<file path="config.mk">
export PLATFORM = sky130hd
export DESIGN_NAME = prv32_divider
export DESIGN_NICKNAME = d
export VERILOG_FILES = /design/src/rtl/prv32_divider.sv
export SDC_FILE = /design/constraint.sdc
export NUM_CORES = 1
export LEC_CHECK = 0
export CAP_MARGIN = 20
export CORE_MARGIN = 1
export CORE_UTILIZATION = 55
export CTS_BUF_LIST = sky130_fd_sc_hd__clkbuf_16
export DETAILED_ROUTE_END_ITERATION = 12
export GPL_ROUTABILITY_DRIVEN = 0
export PLACE_DENSITY = 0.85
export SETUP_SLACK_MARGIN = 0.3
export SLEW_MARGIN = 40
export SYNTH_ARGS = -nofsm -noshare
export SYNTH_HDL_FRONTEND = slang
export SYNTH_SLANG_ARGS = --single-unit
</file>
<file path="constraint.sdc">
create_clock -name clk -period 4.3 [get_ports clk]
set_input_delay 0.86 -clock clk [delete_from_list [all_inputs] [get_ports clk]]
set_output_delay 0.86 -clock clk [all_outputs]
set_load 0.01 [all_outputs]
</file>
<file path="src/rtl/prv32_divider.sv">
// Multi-cycle radix-2 restoring divider for RV32M DIV/DIVU/REM/REMU.
// One quotient bit per cycle; b==0 and signed overflow bypass the iteration.
module prv32_divider #(
  parameter int XLEN = 32
) (
  input  logic            clk,
  input  logic            rst_n,
  input  logic            start,
  input  logic [1:0]      op,
  input  logic [XLEN-1:0] a,
  input  logic [XLEN-1:0] b,
  input  logic            flush,
  output logic            busy,
  output logic            done,
  output logic [XLEN-1:0] r
);

  // state | meaning
  // IDLE  | waiting for start; also the cycle where done is shown
  // CALC  | shifting out one quotient bit per cycle
  // FIN   | sign fix-up, result loaded into r at the closing edge
  typedef enum logic [1:0] {IDLE, CALC, FIN} state_t;

  localparam int CW = $clog2(XLEN);

  state_t          state, state_nxt;
  logic [CW-1:0]   cnt;
  logic [XLEN-1:0] dvd, dsr, rem;
  logic [1:0]      op_q;
  logic            neg_q, neg_r;

  logic            accept, is_signed, b_zero, ovf, done_set;
  logic [XLEN-1:0] a_mag, b_mag, q_fix, r_fix;
  logic [XLEN:0]   rem_sh, diff;

  assign accept    = start && !busy && !flush;
  assign is_signed = !op[0];
  assign b_zero    = (b == '0);
  assign ovf       = is_signed && (a == {1'b1, {(XLEN-1){1'b0}}}) && (b == '1);
  assign a_mag     = (is_signed && a[XLEN-1]) ? -a : a;
  assign b_mag     = (is_signed && b[XLEN-1]) ? -b : b;

  // The partial remainder can reach XLEN bits before the shift, so the
  // compare/subtract is done XLEN+1 wide and the borrow decides the q bit.
  assign rem_sh = {rem, dvd[XLEN-1]};
  assign diff   = rem_sh - {1'b0, dsr};

  assign q_fix = (!op_q[0] && neg_q) ? -dvd : dvd;
  assign r_fix = (!op_q[0] && neg_r) ? -rem : rem;

  always_ff @(posedge clk or negedge rst_n) begin
    if (!rst_n) state <= IDLE;
    else        state <= state_nxt;
  end

  always_comb begin
    state_nxt = state;
    done_set  = 1'b0;
    case (state)
      IDLE: if (accept) state_nxt = (b_zero || ovf) ? FIN : CALC;
      CALC: begin
        if (flush)           state_nxt = IDLE;
        else if (cnt == '0)  state_nxt = FIN;
      end
      FIN: begin
        state_nxt = IDLE;
        done_set  = !flush;
      end
      default: state_nxt = IDLE;
    endcase
  end

  always_ff @(posedge clk or negedge rst_n) begin
    if (!rst_n) begin
      busy  <= 1'b0;
      done  <= 1'b0;
      r     <= '0;
      cnt   <= '0;
      dvd   <= '0;
      dsr   <= '0;
      rem   <= '0;
      op_q  <= '0;
      neg_q <= 1'b0;
      neg_r <= 1'b0;
    end else begin
      done <= done_set;
      if (flush || done) busy <= 1'b0;
      else if (accept)   busy <= 1'b1;

      if (state == IDLE && accept) begin
        op_q <= op;
        cnt  <= CW'(XLEN-1);
        dsr  <= b_mag;
        // Special cases preload quotient/remainder so FIN needs no extra path.
        if (b_zero) begin
          dvd   <= '1;
          rem   <= a;
          neg_q <= 1'b0;
          neg_r <= 1'b0;
        end else if (ovf) begin
          dvd   <= a;
          rem   <= '0;
          neg_q <= 1'b0;
          neg_r <= 1'b0;
        end else begin
          dvd   <= a_mag;
          rem   <= '0;
          neg_q <= is_signed && (a[XLEN-1] ^ b[XLEN-1]);
          neg_r <= is_signed && a[XLEN-1];
        end
      end

      if (state == CALC) begin
        dvd <= {dvd[XLEN-2:0], ~diff[XLEN]};
        rem <= diff[XLEN] ? rem_sh[XLEN-1:0] : diff[XLEN-1:0];
        cnt <= cnt - 1'b1;
      end

      if (done_set) r <= op_q[1] ? r_fix : q_fix;
    end
  end

endmodule
</file>
-- After elaboration in Yosys (flattened, before gate mapping)
Index checks and enable logic that the tools add are counted.
- add/sub/neg operators: 6
- multipliers: 0
- divide/modulo/power cells: 0
- $lt $le $gt $ge: 0
- eq/ne operators: 6
- shift operators: 0
- multiplexer cells: 27
- bitwise gates (word level): 2
- reduce and logical (&&, ||, !) cells: 22
- operators with widths (operator ; count):
    2-to-1 mux 32 bit ; 13
    negation 32 bit ; 4
    equality test 32 bit (second input constant) ; 2
    subtractor 33 x 32 -> 33 bit ; 1
    zero test 32 bit ; 1
    logical AND 1 bit ; 10
    2-to-1 mux 5 bit ; 2
    2-to-1 mux 2 bit ; 4
    2-to-1 mux 1 bit ; 7
    zero test 5 bit ; 1
    subtractor 5 x 1 -> 5 bit (second input constant) ; 1
    zero test 1 bit ; 4
    one-hot mux 2 bit (2 select lines) ; 1
    nonzero test 2 bit ; 2
    != test 3 bit (second input constant) ; 1
    equality test 2 x 1 -> 1 bit (second input constant) ; 1
    equality test 2 bit (second input constant) ; 1
    zero test 2 bit ; 1
    logical OR 1 bit ; 2
    != test 2 bit (second input constant) ; 1
    AND reduction 2 bit ; 1
    NOT 1 bit ; 1
    XOR 1 bit ; 1
- bits in registers: 141
- bits in latches: 0
- bits in writable memories: 0
- memory bits (read-only): 0
- input bits: 70
- output and inout port bits: 34
- logic and storage cells: 74
- memories kept: 0

-- Logic depth before layout (Yosys ltp)
- depth after elaboration: 7
- gate-level depth with buffers: 13
- depth with buffers taken out: 12

-- Worst setup path before layout
Ideal clock, no wire load.
- kind: input -> register
- from: in b[21]
- to: reg rem[19]
- library setup time: 65 ps
- arrival time: 3111 ps
- required time: 4235 ps
- path slack: 1124 ps
- cell stages on the path: 9
- buffers on the path: 0
- cell sequence: nor4_2 -> nand2_2 -> or4_4 -> or3_4 -> or4_4 -> nor2_8 -> a21oi_2 -> a311oi_1 -> o21a_1
- cells in the longest elaborated chain, start to end: 4
- RTL lines (what ; RTL line ; text):
    start, declared ; 11 ; input logic [XLEN-1:0] b,
    zero test 32 bit ; 38 ; assign b_zero = (b == '0);
    2-to-1 mux 32 bit ; 95 ; if (b_zero) begin
    2-to-1 mux 32 bit ; 90 ; if (state == IDLE && accept) begin
    2-to-1 mux 32 bit ; 113 ; if (state == CALC) begin
    end signal, assigned ; 115 ; rem <= diff[XLEN] ? rem_sh[XLEN-1:0] : diff[XLEN-1:0];
    end, declared ; 28 ; logic [XLEN-1:0] dvd, dsr, rem;
No other way between the ends. The select of a mux whose other input is x is not followed.
A chain may end at the register's enable or synchronous reset.

-- Worst setup path in the final report
- from: reg dvd[31]
- to: reg rem[1]
- cells in the longest elaborated chain, start to end: 3
- RTL lines (what ; RTL line ; text):
    start, declared ; 28 ;
    start signal, assigned ; 106 ; dvd <= a_mag;
    start signal, assigned ; 114 ; dvd <= {dvd[XLEN-2:0], ~diff[XLEN]};
    subtractor 33 x 32 -> 33 bit ; 46 ; assign diff = rem_sh - {1'b0, dsr};
    2-to-1 mux 32 bit ; 115 ;
    2-to-1 mux 32 bit ; 113 ;
No other way between the ends.

==> results_dict.tcl <==
set metrics [dict create \
    path_cells "inv_1 -> ha_1 -> fa_1 -> nand2b_1 -> a21oi_1 -> o21ai_0 -> o2111ai_1 -> a21oi_1 -> xnor2_4 -> buf_12 -> mux2_2 -> o22ai_1" \
    crit_slowest_cell "dfrtp_1" \
    grt_util_all_layers_pct 32.46 \
    yosys.area.top_type_share_pct 32.32 \
    final.min_clock_period_ns 3.595 \
    synth_area_um2 10920 \
    syn_inst 1364 \
    io_buffers 103 \
    design.core.area_um2 19460 \
    min_path_type "reg -> reg" \
    ys_async_sr_fraction_pct 100.0 \
    die_h_um 142.9 \
    wl_per_cell_um 18.51 \
    cts.clk_slew.worst_paths_ns 0.06 \
    crit_path_max_fanout 30 \
    ys_seq_elements 141 \
    cts_root_buffer "clkbuf_16" \
    grt_max_degree 124 \
    crit_type "reg -> reg" \
    crit_arrival_ns 3.95 \
    pin_count 104 \
    setup_tns_ns 0 \
    maxSlewHeadroom_pct 41.73 \
    cp-end-kind "register" \
    cp-start-kind "register" \
    yosys.area.top_type "dfrtp_1" \
    cts_buffer_depth 2 \
    synth_edf_count 0 \
    vias 10850 \
    syn_avg_cell_area_um2 8.003 \
    holdWs_ns 0.4557 \
    clkSinkCount 141 \
    antenna_left 0 \
    skew_ns 0.008782 \
    vias_per_cell 6.330 \
    cp_common_cell "a21oi_1" \
    postCtsHoldBufs 0 \
    dominantRegCellSynth "dfrtp_1" \
    placed_area_um2 12180 \
    finalHoldViolations 0 \
    drive_above_1_share_pct 6.349 \
    synth_commonest_cells "nand2_1, dfrtp_1, o21ai_0" \
    start_util_pct 56.08 \
    yosys_warnings 0 \
    postCtsSetupBuffers 0 \
    drt-pass1-iter-count 5 \
    grt_pass1_wl_um 51590 \
    rsz0062_at_grt "no" \
    nets 1547 \
    synth_fp_nets 1474 \
    fmax_mhz 278.2 \
    tritoncts "yes" \
    yosysSeqAreaShare_pct 32.32 \
    fin_crit_sh_pct 83.60 \
    finalInstanceArea_um2 12740 \
    dieArea_um2 20410 \
    drt_iter0_markers 1168 \
    drc 0 \
    worstSkewPairLatency_ns 0.44 \
    syn2layout_area_growth_pct 16.70 \
    slew_violations 0 \
    max-vdd-ir-drop_v 0.0004154 \
    dp.final_hpwl_um 22940 \
    outcome "finished, final reports clean" \
    synth.most_common_cell "nand2_1" \
    grt-ovfl-total 0 \
    slowest_delay_ns 0.47 \
    maxCapViolations 0 \
    synthTopCellsByArea "dfrtp_1, nand2_1, xor2_1, o21ai_0, xnor2_1" \
    cts_resized 0 \
    grt_pass1_vias 10269 \
    antenna_found_initial 0 \
    routed_wl_um 31730 \
    rows 51 \
    cts_buffers 17 \
    die_w_um 142.9 \
    num_antenna_cells 0 \
    critPathRequiredTime_ns 4.66 \
    worstMarginPinSlew_ns 0.8694 \
    setup_viol 0 \
    p_leak_uw 0.005286 \
    synth_cell_types 70 \
    htreeDepth 4 \
    powerDensity_nw_per_um2 727.2 \
]
final timing paths:
check	start	end	slack (ns)	cells after the start
max	dvd[31]$_DFFE_PN0P_	rem[1]$_DFFE_PN0P_	0.71	12
min	done$_DFF_PN0_	busy$_DFFE_PN0P_	0.46	1
max reg2reg	dvd[31]$_DFFE_PN0P_	rem[1]$_DFFE_PN0P_	0.71	12
min reg2reg	done$_DFF_PN0_	busy$_DFFE_PN0P_	0.46	1
max in group asynchronous	rst_n	rem[22]$_DFFE_PN0P_	2.90	2
min in group asynchronous	rst_n	r[7]$_DFFE_PN0P_	0.47	1
routing by layer:
layer,share of wire [%],track usage [%],up-vias
met4,5.2,17.26,0
met5,0,0,-
met1,40,40.64,5095
met2,47,53.48,564
met3,7.4,5.701,148
li1,-,-,5043
power by group:
group          leakage (µW)  internal [µW]  switching (µW)
combinational       0.00332           2330            2850
sequential          0.00170           1880             768
clock              0.000260            837             593
through the flow:
| step | worst slack (ns) | total power [µW] | std cells | util, % |
|---|---|---|---|---|
| finish | 0.7051 | 9264 | 1714 | 65.45 |
| CTS | 0.7719 | 9167 | 1714 | 65.42 |
| floorplan | 1.124 | 6151 | 1364 | - |
| global route | 0.4660 | 9922 | 1714 | 65.45 |
| global placement | 0.3884 | 7491 | 1683 | 62.56 |
| detailed placement | 0.3570 | 7668 | 1683 | 62.57 |
flip-flops by register name, summed over array words and instances, names as in the netlist:
register  count
done          1
dsr          32
state         2
dvd          32
neg_q         1
neg_r         1
busy          1
cnt           5
r            32
op_q          2
rem          32
critical path: cells and delay by family (launching register included):
| kind | cells | cell delay (ns) |
|---|---|---|
| multiplexers | 1 | 0.37 |
| AND/OR/NAND/NOR | 1 | 0.20 |
| buffers and inverters | 2 | 0.33 |
| adder cells (fa/ha/maj) | 2 | 0.63 |
| AO/OA/AOI/OAI | 5 | 1.31 |
| XOR/XNOR | 1 | 0.21 |
| flip-flops | 1 | 0.47 |
placed cells by master (no fill, tap or decap), types with 20 or more instances in the layout:
master / Yosys / layout
xnor2_1: 66 / 66
inv_1: 57 / 57
nand2_1: 217 / 217
xor2_1: 77 / 77
a211oi_1: 21 / 21
o21ai_0: 130 / 130
clkdlybuf4s50_1: 0 / 102
nor3_1: 35 / 34
nand3_1: 20 / 20
ha_1: 39 / 39
a32oi_1: 30 / 30
a21oi_1: 106 / 106
nor2_1: 79 / 79
buf_4: 0 / 24
dfrtp_1: 141 / 141
logic make-up (layout without fill, tap and decap cells):
group | Yosys count | in the layout | share of synthesized area [%]
XOR/XNOR | 144 | 144 | 11.62
AND/OR/NAND/NOR | 488 | 488 | 21.63
adder cells (fa/ha/maj) | 40 | 40 | 4.654
flip-flops | 141 | 141 | 32.32
multiplexers | 22 | 22 | 2.052
buffers and inverters | 132 | 217 | 5.250
AO/OA/AOI/OAI | 397 | 397 | 22.47
final cells by class:
cell class                 count  area [µm²]
timing repair buffer         129        1255
clock buffer                  17       425.4
fill                        1563        6724
clock inverter                14       128.9
inverter                      57       214.0
tap                          265       331.6
sequential                   141        3528
multi-input combinational   1091        6855
Note: power is estimated with default switching activity, not from simulation.
